--- src/rtl/lu_pkg.sv ---
// Shared types and op-code constants for the logic-unit sequencer.
package lu_pkg;

  typedef enum logic [1:0] {
    IDLE = 2'd0,
    RUN  = 2'd1,
    DONE = 2'd2
  } state_t;

  localparam logic [1:0] OP_LE    = 2'd0;
  localparam logic [1:0] OP_AODD  = 2'd1;
  localparam logic [1:0] OP_BODD  = 2'd2;
  localparam logic [1:0] OP_CARRY = 2'd3;

endpackage

--- src/rtl/lu_core.sv ---
// Combinational logic unit: evaluates one of four single-bit predicates on a, b.
module lu_core
  import lu_pkg::*;
(
  input  logic [3:0] a,
  input  logic [3:0] b,
  input  logic [1:0] sel,
  output logic       flag
);

  logic [4:0] sum;

  assign sum = {1'b0, a} + {1'b0, b};

  always_comb begin
    flag = 1'b0;
    case (sel)
      OP_LE:    flag = (a <= b);
      OP_AODD:  flag = a[0];
      OP_BODD:  flag = b[0];
      OP_CARRY: flag = sum[4];
      default:  flag = 1'b0;
    endcase
  end

endmodule

--- src/rtl/lu_sequencer.sv ---
// Steps through the enabled ops of a registered request on lu_core, holding each
// for OP_CYCLES cycles, and presents the collected flags with a valid/ready handshake.
module lu_sequencer
  import lu_pkg::*;
#(
  parameter int unsigned OP_CYCLES = 1
) (
  input  logic       clk,
  input  logic       rst,
  input  logic       in_valid,
  output logic       in_ready,
  input  logic [3:0] a,
  input  logic [3:0] b,
  input  logic [3:0] op_mask,
  output logic       out_valid,
  input  logic       out_ready,
  output logic [3:0] flags,
  output logic       busy,
  output logic [1:0] cur_op
);

  localparam logic [3:0] CNT_LOAD = 4'(OP_CYCLES - 1);

  state_t     state, state_n;
  logic [3:0] a_r, a_n;
  logic [3:0] b_r, b_n;
  logic [3:0] mask_r, mask_n;
  logic [3:0] cnt, cnt_n;
  logic [1:0] cur_r, cur_n;
  logic [3:0] flags_r, flags_n;

  logic [1:0] first_op;
  logic [1:0] next_op;
  logic       has_next;
  logic       core_flag;

  lu_core u_core (
    .a    (a_r),
    .b    (b_r),
    .sel  (cur_r),
    .flag (core_flag)
  );

  // Priority encoders: lowest set bit of the incoming mask, and the lowest
  // set bit of the registered mask strictly above the current op.
  always_comb begin
    first_op = '0;
    next_op  = '0;
    has_next = 1'b0;
    for (int unsigned i = 4; i > 0; i--) begin
      if (op_mask[i-1]) first_op = 2'(i - 1);
      if (mask_r[i-1] && (2'(i - 1) > cur_r)) begin
        next_op  = 2'(i - 1);
        has_next = 1'b1;
      end
    end
  end

  always_comb begin
    state_n = state;
    a_n     = a_r;
    b_n     = b_r;
    mask_n  = mask_r;
    cnt_n   = cnt;
    cur_n   = cur_r;
    flags_n = flags_r;
    case (state)
      IDLE: begin
        if (in_valid) begin
          a_n     = a;
          b_n     = b;
          mask_n  = op_mask;
          flags_n = '0;
          if (op_mask != '0) begin
            cur_n   = first_op;
            cnt_n   = CNT_LOAD;
            state_n = RUN;
          end else begin
            state_n = DONE;
          end
        end
      end
      RUN: begin
        if (cnt == '0) begin
          flags_n[cur_r] = core_flag;
          if (has_next) begin
            cur_n = next_op;
            cnt_n = CNT_LOAD;
          end else begin
            cur_n   = '0;
            state_n = DONE;
          end
        end else begin
          cnt_n = cnt - 4'd1;
        end
      end
      DONE: begin
        if (out_ready) state_n = IDLE;
      end
      default: state_n = IDLE;
    endcase
  end

  always_ff @(posedge clk or posedge rst) begin
    if (rst) begin
      state   <= IDLE;
      a_r     <= '0;
      b_r     <= '0;
      mask_r  <= '0;
      cnt     <= '0;
      cur_r   <= '0;
      flags_r <= '0;
    end else begin
      state   <= state_n;
      a_r     <= a_n;
      b_r     <= b_n;
      mask_r  <= mask_n;
      cnt     <= cnt_n;
      cur_r   <= cur_n;
      flags_r <= flags_n;
    end
  end

  assign in_ready  = (state == IDLE);
  assign out_valid = (state == DONE);
  assign busy      = (state == RUN);
  assign cur_op    = cur_r;
  assign flags     = flags_r;

endmodule
--- config.mk ---
export PLATFORM = sky130hd
export DESIGN_NAME = lu_sequencer
export DESIGN_NICKNAME = d
export VERILOG_FILES = /design/src/rtl/lu_pkg.sv /design/src/rtl/lu_core.sv /design/src/rtl/lu_sequencer.sv
export SDC_FILE = /design/constraint.sdc
export NUM_CORES = 1
export LEC_CHECK = 0
export BUFFER_PORTS_ARGS = -buffer_cell sky130_fd_sc_hd__buf_2
export CORE_ASPECT_RATIO = 1.25
export CORE_MARGIN = 2
export CORE_UTILIZATION = 45
export DETAILED_ROUTE_END_ITERATION = 8
export PLACE_DENSITY_LB_ADDON = 0.25
export SETUP_SLACK_MARGIN = 0.02
export SLEW_MARGIN = 20
export SYNTH_ARGS = -nofsm -noshare
export SYNTH_HDL_FRONTEND = slang
export SYNTH_SLANG_ARGS = --single-unit
--- constraint.sdc ---
create_clock -name clk -period 1.55 [get_ports clk]
set_input_delay 0.155 -clock clk [delete_from_list [all_inputs] [get_ports clk]]
set_output_delay 0.155 -clock clk [all_outputs]
set_load 0.05 [all_outputs]
==> results of run 1 <==
[tightest hold or removal path: cells and delay by family]
kind / cells / cell delay (ps)
buffers and inverters: 1 / 70
and+or+nand+nor: 2 / 80
[timing repair]
action / in CTS / in global routing
resized for setup: 12 / 5
hold buffers: 1 / 0
setup buffers: 1 / 1
pin swaps: 6 / 1
endpoints found under the setup margin: 11 / 11
endpoints found under the hold margin: 23 / 0
[cells by family (layout without fill, tap and decap cells)]
logic type      Yosys count  count (layout)  synth area share
compound gates           30              30             0.143
fa+ha+maj                10              10            0.0961
mux                       6               6            0.0480
simple gates             56              56             0.207
buf+inv                  19              59            0.0576
flops                    23              23             0.442
xor+xnor                  1               1           0.00673
[layout make-up]
type / count / area [sq um]
Timing Repair Buffer: 41 / 265
Multi-Input combinational cell: 103 / 736
Fill cell: 238 / 1000
Tap cell: 34 / 42.5
Clock buffer: 4 / 26.3
Inverter: 14 / 56.3
Sequential cell: 23 / 577
[stage by stage]
step,total power [mW],util
after floorplan,2.44,-
after global placement,2.92,0.579
after detailed placement,3.00,0.579
after CTS,3.43,0.614
after global routing,3.82,0.629
final,3.53,0.629
[routing by layer]
metal / GRT usage / up-vias / routed length, microns
met2: 0.367 / 14 / 1640
met5: 0 / - / 0
met1: 0.232 / 528 / 1210
li1: - / 576 / -
met4: 0.0592 / 0 / 20
met3: 0.0280 / 2 / 61
[cells in the final DEF, fill, tap and decap left out, types with 2 or more instances in the layout]
cell type  synthesis  final
a21oi_1            7      6
a21oi_2            1      2
buf_2              2     23
buf_4              0     16
clkbuf_4           0      3
dfrtp_1           23     22
ha_1              10      9
inv_1             14     11
inv_2              0      2
mux2_2             2      2
mux2i_1            4      4
nand2_1           27     27
nor2_1             9      7
nor2_4             0      2
nor2b_1            6      6
nor4_1             3      3
o21ai_0           12     11
[state kept, by name, summed over array words and instances, names as in the netlist]
register,count
a_r,4
b_r,4
cnt,4
cur_op,2
flags,4
mask_r,3
state,2
[final timing paths]
path / slack, ps / to / startpoint
max: -160 / flags[1]$_DFFE_PP0P_ / cnt[1]$_DFFE_PP0P_
min in group asynchronous: 410 / cnt[2]$_DFFE_PP0P_ / rst
min: 30 / a_r[2]$_DFFE_PP0P_ / a[2]
max in group asynchronous: 890 / cur_op[1]$_DFFE_PP0P_ / rst
max reg2reg: -160 / flags[1]$_DFFE_PP0P_ / cnt[1]$_DFFE_PP0P_
min reg2reg: 510 / mask_r[1]$_DFFE_PP0P_ / mask_r[1]$_DFFE_PP0P_
[power by group]
part	total (mW)	leakage, nW	switching [mW]	internal (mW)
clock	0.272	0.0150	0.172	0.100
sequential	1.09	0.285	0.214	0.876
combinational	2.17	0.542	1.27	0.901
total	3.53	0.842	1.65	1.88
==> impl_metrics.ini, run 1 <==
[floorplanning]
fp.coreArea_sq_mm = 0.00271
fp.dieW_microns = 52.1
ios = 25
num_rows = 21
die_h_microns = 64.2
initial_core_util = 0.481
die_area_sq_mm = 0.00334

[synthesis]
synthArstFlopShare = 1.00
synth.net_count = 171
synth_common_cells = nand2_1 (27), dfrtp_1 (23), inv_1 (14)
synth_cell_types = 36
ys_seq_elements = 23
synth_top_area_cell = dfrtp_1
synth_area_sq_mm = 0.00130
synth_most_common_cell = nand2_1
synth-edff-count = 0
synthTopCellsByArea = dfrtp_1 (44%), ha_1 (9.6%), nand2_1 (7.8%)
synth_ff_type = dfrtp_1
syn_area_per_cell_sq_um = 8.98
synth_warnings = 0
synth_cells = 145
synth_top_area_frac = 0.442
seq_area_frac_synth = 0.442

[setup_path]
slowest_stage = or4_4
cpPeakStageDelay_ps = 430
worstRegToRegCells = 5
end_kind = register
worstPathBufferInverterCount = 1
cp.required_ps = 1750
cp.arrival_ps = 1900
crit_family = simple AND/OR/NAND/NOR gates
crit_path_start_kind = register
crit_chain = inv_2 > ha_4 > or3b_4 > or4_4 > mux2i_1
criticalPathCategory = register to register
crit_fanout = 4
cp.depth = 5

[status]
violations = setup timing
outcome = complete, but fails checks

[route]
drt_iter0_markers = 12
wirelength_microns = 2930
detail_route.wl_per_cell_microns = 13.4
drtPass1Iterations = 4
vias_per_cell = 5.11
via_count = 1120
postRouteAntennaNets = 0
drcViolationCount = 0

[clock_tree]
path_clk_slew_ps = 120
cts_tree = done
htreeDepth = 1
clock_path_buffers = 2
cts.sinks = 23
clkLatencyLatePin_ps = 300
cts_buffers = 3
root_buffer = clkbuf_4

[sta]
max_freq_ghz = 0.586
rsz0062_at_grt = true
tightest_slew_ps = 512
final.setup.tns_ps = -602
fin_worst_skew_ps = 1.96
relSlewSlack = 0.655
hold_viol = 0
report.final.slew_viol_count = 0
min_period_over_period = 1.10
setup_viol = 7
hold_ws_ps = 28.3
fin_crit_ps = 1710
final.setup.worst_slack_ps = -155

[place]
hpwl_microns = 2160
placed_area_sq_mm = 0.00157
dp_cells = 212
pre_cts_ws_ps = -190
io_buffers = 24
routabilityCongestion = 0.788

[cells_and_area]
fin_nets = 212
design_area_sq_mm = 0.00170
drive_above_1_share = 0.351
antenna_cells = 0
areaGrowthSynthToFinish_pct = 30.7
final_cell_count_no_fill = 219

[worst_hold_path]
holdCritPathClass = input pin to register
holdPathStages = 3

[global_route]
grt_pass1_wl_microns = 5000
grt_pass1_vias = 1134
grt_max_degree = 24
antenna_found_initial = 0
grt_util_all_layers = 0.200
overflow = 0

[power]
ir_worst_vdd_mv = 1.19
leakagePower_nw = 0.842
power_density_mw_per_mm2 = 2070

[flow_run]
cap_violations = 0
Note: power is estimated with default switching activity, not from simulation.
==> run 2, diff against run 1 <==
- ABC_AREA: default -> 1
==> run 2 against run 1 <==
The run now ends clean. Routed wire length fell by 3.3%. First-iteration DRC count rose by 110%. Register-to-register slack improved by 300 ps. Die area rose by 8.6%. Non-clock buffer count fell by 11. Flip-flop and latch count did not move. Combinational power rose by 6%. Maximum frequency rose by 15%. Critical path depth fell by 3. Clock skew rose by 4.9 ps. Final area fell by 1.5%. Clock-buffer cell count fell by 1. Largest cell class unchanged.
==> impl_metrics.ini, run 2 <==
[status]
outcome = complete, no violations

[setup_path]
cp.required_ps = 1390
worstRegToRegCells = 9
cp.arrival_ps = 1330
crit_path_start_kind = register
end_kind = output port
crit-reg2reg-launch = cnt[0]$_DFFE_PP0P_
regToRegEndpoint = cur_op[1]$_DFFE_PP0P_
worst-r2r-setup-slack_ps = 140
criticalPathCategory = register to output port
crit_fanout = 4

[flow_run]
cap_violations = 0

[power]
swShare = 0.514
internal-power_mw = 1.81
p_clk_frac = 0.075
switchingPower_mw = 1.91
pwr-share-comb = 0.621
ir_worst_vdd_mv = 1.47
leakagePower_nw = 0.936
power_frac_seq = 0.304
power_density_mw_per_mm2 = 2220

[sta]
fin_crit_ps = 1480
hold_viol = 0
final.setup.worst_slack_ps = 65.3
rsz0062_at_grt = false
final.setup.tns_ps = 0
tightest_slew_ps = 331
fin_worst_skew_ps = 6.82
report.final.slew_viol_count = 0
relSlewSlack = 0.779
min_period_over_period = 0.958
setup_viol = 0
max_freq_ghz = 0.674

[cells_and_area]
areaGrowthSynthToFinish_pct = 17.9
layout_commonest_cell = nand2_1
fillers = 285
fin_nets = 242
antenna_cells = 0
final_cell_mix = nand2_1 (49), inv_1 (24), buf_2 (23), dfrtp_1 (22), nor2_1 (16)
drive_above_1_share = 0.251
ff_latch_area_sq_um = 577
design_area_sq_mm = 0.00168
multi_input_area_sq_um = 732
final_cell_count_no_fill = 251

[clock_tree]
cts.sinks = 23
cts_buffers = 3
clock_path_buffers = 2
cts_tree = done
clkLatencyLatePin_ps = 310
path_clk_slew_ps = 140
root_buffer = clkbuf_4
htreeDepth = 1

[synthesis]
synthArstFlopShare = 1.00
synth_top_area_frac = 0.405
ys_seq_elements = 23
synth_ff_type = dfrtp_1
synth.net_count = 208
synth_adder_area_share = 0.0880
synth_cells = 182
synth_top_area_cell = dfrtp_1
synth_area_sq_mm = 0.00142
synth_top_family_by_area = simple AND/OR/NAND/NOR gates
synth-edff-count = 0
synth_compound_area_frac = 0.0862
synth_mux_area_frac = 0.0317
synth_common_cells = nand2_1 (49), inv_1 (24), dfrtp_1 (23)
synth_warnings = 0
synthTopCellsByArea = dfrtp_1 (40%), nand2_1 (13%), ha_1 (8.8%)
synth_xor_area_frac = 0.00616
synth_cell_types = 25
synth_most_common_cell = nand2_1
seq_area_frac_synth = 0.405
synthSimpleGateAreaFrac = 0.299
syn_area_per_cell_sq_um = 7.82

[global_route]
grt_max_degree = 24
grt_util_all_layers = 0.182
antenna_found_initial = 0
overflow = 0
grt_pass1_vias = 1203
grt_pass1_wl_microns = 4920

[floorplanning]
ios = 25
fp.coreArea_sq_mm = 0.00297
die_area_sq_mm = 0.00363
die_h_microns = 66.9
initial_core_util = 0.479
num_rows = 22
fp.dieW_microns = 54.3

[place]
placed_area_sq_mm = 0.00159
pre_cts_ws_ps = 110
dp_cells = 242
io_buffers = 24
routabilityCongestion = 0.830
hpwl_microns = 2160

[route]
drcViolationCount = 0
vias_per_cell = 4.81
drt_iter0_markers = 25
drtPass1Iterations = 5
via_count = 1208
wirelength_microns = 2830
detail_route.wl_per_cell_microns = 11.3
postRouteAntennaNets = 0

[worst_hold_path]
holdPathStages = 2
holdCritPathClass = input pin to register
holdPathEnd = a_r[3]$_DFFE_PP0P_
min_from = a[3]
run 2: cell types whose count changed in the layout (fill, tap and decap cells not counted), moves of 6 or more:
cell and change:
nand2_1 +22, inv_1 +13, nand3_1 +12, buf_4 -11, nor2_1 +9, o21ai_1 +7
nor2b_1 -6
run 2: metrics by stage:
| stage | utilization | total power, mW | hold slack, ps |
|---|---|---|---|
| global route | 0.564 | 4.11 | 57.8 |
| CTS | 0.548 | 3.60 | 62.9 |
| floorplan | - | 2.84 | 157 |
| detailed placement | 0.535 | 3.30 | 221 |
| global placement | 0.535 | 3.22 | 211 |
| finish | 0.564 | 3.72 | 69.2 |
run 2: worst max-delay path, stage by stage, from the launching register on:
cell	delay, ps
dfrtp_1	510
nor2_4	210
buf_2	300
run 2: cell families (layout without fill, tap and decap cells):
logic type               after synthesis  count (layout)
AND/OR/NAND/NOR                       91              91
buffers and inverters                 29              62
AO/OA/AOI/OAI                         24              24
flip-flops                            23              23
adder cells (fa/ha/maj)               10              10
multiplexers                           4               4
XOR/XNOR                               1               1
run 2: power by group through the flow:
stage / logic (mW) / registers, mW / clock network (mW)
floorplan: 1.54 / 1.30 / 0
global placement: 2.10 / 1.13 / 0
detailed placement: 2.16 / 1.14 / 0
CTS: 2.18 / 1.13 / 0.295
global route: 2.61 / 1.18 / 0.321
finish: 2.31 / 1.13 / 0.281
run 2: per-layer routing:
metal  routed length, microns  up-vias  global-route usage
met5                        0        -                   0
li1                         -      639                   -
met3                       84        2              0.0291
met1                     1250      547               0.209
met2                     1470       20               0.333
met4                       24        0              0.0531
run 2: what timing repair did:
item,in CTS,in global routing
setup buffers,0,4
endpoints found under the setup margin,1,7
pin swaps,0,1
gates resized for setup,1,2
hold endpoints to repair,23,0
hold buffers,1,0
run 2: cell type report:
| class | count | area share |
|---|---|---|
| Multi-Input combinational cell | 130 | 0.437 |
| Sequential cell | 23 | 0.344 |
| Timing Repair Buffer | 30 | 0.109 |
| Inverter | 28 | 0.0672 |
| Tap cell | 36 | 0.0269 |
| Clock buffer | 3 | 0.0134 |
| Clock inverter | 1 | 0.00299 |
run 2: worst max-delay path by stage:
stage                                    start                    end  depth (start not counted)
after global routing      state[1]$_DFFE_PP0P_               in_ready                          2
after global placement      cnt[0]$_DFFE_PP0P_  cur_op[1]$_DFFE_PP0P_                          9
after floorplan           state[1]$_DFFE_PP0P_   state[1]$_DFFE_PP0P_                          7
after CTS                 state[1]$_DFFE_PP0P_                   busy                          2
final                     state[1]$_DFFE_PP0P_               in_ready                          2
after detailed placement    cnt[0]$_DFFE_PP0P_  cur_op[1]$_DFFE_PP0P_                          9
==> run 3, diff against run 2 <==
- CAP_MARGIN: default -> 25
- SETUP_SLACK_MARGIN: 0.02 -> 0.05
- clock period: 1.55 -> 1.2 ns (I/O delays scaled with it)
==> run 3 against run 2 <==
The run now ends with setup timing left. First-iteration DRC count grew 60%. Setup slack lost 190 ps. Flip-flop and latch count is the same. Clock-buffer cell count grew 1. Critical path type is now register to register. Critical endpoint is now flags[1]$_DFFE_PP0P_. Largest power group unchanged. Highest routed layer unchanged.
==> impl_metrics.ini, run 3 (same netlist as run 2, synthesis figures left out) <==
[clock_tree]
root_buffer = clkbuf_4
cts_buffers = 3
clkLatencyLatePin_ps = 330
path_clk_slew_ps = 130
cts_tree = done
htreeDepth = 1
cts.sinks = 23
clock_path_buffers = 2

[sta]
report.final.slew_viol_count = 0
rsz0062_at_grt = true
max_freq_ghz = 0.757
relSlewSlack = 0.790
tightest_slew_ps = 315
min_period_over_period = 1.10
hold_viol = 0
fin_worst_skew_ps = 1.85
setup_viol = 26
fin_crit_ps = 1320
final.setup.worst_slack_ps = -120
final.setup.tns_ps = -2010
hold_ws_ps = 8.42

[cells_and_area]
final_cell_mix = nand2_1 (41), dfrtp_1 (21), buf_2 (19), inv_1 (17), buf_4 (15)
drive_above_1_share = 0.458
areaGrowthSynthToFinish_pct = 48.3
layout_commonest_cell = nand2_1
fin_nets = 263
antenna_cells = 0

[route]
drtPass1Iterations = 4
drcViolationCount = 0
via_count = 1372
vias_per_cell = 5.04
drt_iter0_markers = 40
detail_route.wl_per_cell_microns = 13.0
postRouteAntennaNets = 0
wirelength_microns = 3540

[power]
power_density_mw_per_mm2 = 3030
leakagePower_nw = 1.06
ir_worst_vdd_mv = 2.35

[floorplanning]
initial_core_util = 0.479
fp.dieW_microns = 54.3
ios = 25
num_rows = 22
fp.coreArea_sq_mm = 0.00297
die_area_sq_mm = 0.00363
die_h_microns = 66.9

[global_route]
antenna_found_initial = 0
grt_max_degree = 24
overflow = 0
grt_util_all_layers = 0.208
grt_pass1_vias = 1326
grt_pass1_wl_microns = 5550

[worst_hold_path]
holdPathStages = 2
holdCritPathClass = input pin to register
holdPathEnd = a_r[2]$_DFFE_PP0P_
min_from = a[2]

[setup_path]
cp.arrival_ps = 1550
crit-reg2reg-launch = state[1]$_DFFE_PP0P_
regToRegEndpoint = flags[1]$_DFFE_PP0P_
worstRegToRegCells = 7
crit_path_start_kind = register
criticalPathCategory = register to register
cp.required_ps = 1430
end_kind = register
worst-r2r-setup-slack_ps = -120
crit_fanout = 8

[flow_run]
cap_violations = 0

[status]
violations = setup timing
outcome = complete, but fails checks

[place]
routabilityCongestion = 0.837
hpwl_microns = 2330
pre_cts_ws_ps = -147
io_buffers = 24
[run 3: worst max path at each step]
| stage | depth (start not counted) | endpoint | from | slack, ps |
|---|---|---|---|---|
| 6_report | 7 | flags[1]$_DFFE_PP0P_ | state[1]$_DFFE_PP0P_ | -120 |
| 5_1_grt | 8 | cnt[3]$_DFFE_PP0P_ | cnt[1]$_DFFE_PP0P_ | -190 |
| 4_1_cts | 2 | in_ready | state[1]$_DFFE_PP0P_ | -100 |
| 3_5_place_dp | 8 | flags[0]$_DFFE_PP0P_ | a_r[3]$_DFFE_PP0P_ | -150 |
| 3_3_place_gp | 9 | cur_op[1]$_DFFE_PP0P_ | cnt[0]$_DFFE_PP0P_ | -110 |
| 2_1_floorplan | 6 | cur_op[1]$_DFFE_PP0P_ | state[1]$_DFFE_PP0P_ | -200 |
[run 3: repair_timing]
action | in CTS | in global routing
gates cloned | 0 | 1
hold buffers | 1 | 0
setup buffers | 5 | 5
resized for setup | 40 | 31
endpoints found under the hold margin | 23 | 0
pin swaps | 11 | 14
endpoints found under the setup margin | 24 | 27
[run 3: area by class of cell]
| type | count | area (sq um) |
|---|---|---|
| tap | 36 | 45.0 |
| sequential | 23 | 578 |
| timing repair buffer | 50 | 410 |
| clock buffer | 4 | 26.3 |
| multi-input combinational | 131 | 930 |
| fill | 247 | 863 |
| inverter | 28 | 120 |
[run 3: critical path, stage by stage (launching register included)]
cell     delay [ps]
dfrtp_2         500
nor2_4          160
buf_6           150
nand2_8          90
nand2_8         120
o21ai_2          60
nand2_1          60
o21ai_1          70
[run 3: layer usage]
metal | vias up | track usage | wire [microns]
met5 | - | 0 | 0
met4 | 0 | 0.0750 | 77
met3 | 8 | 0.0269 | 139
met2 | 32 | 0.387 | 1960
met1 | 646 | 0.230 | 1370
li1 | 686 | - | -
[run 3: report_power, final]
| part | total (mW) | internal, mW | switching (mW) |
|---|---|---|---|
| clock network | 0.389 | 0.131 | 0.259 |
| registers | 1.49 | 1.13 | 0.354 |
| logic | 4.52 | 2.02 | 2.50 |
[run 3: per-stage QoR]
stage,total power [mW],area [sq um],instances,util
after floorplan,3.77,1450,182,-
after global placement,4.61,1720,256,0.580
after detailed placement,4.71,1720,256,0.580
after CTS,5.79,1940,266,0.652
after global routing,6.93,2110,272,0.710
final,6.39,2110,272,0.710
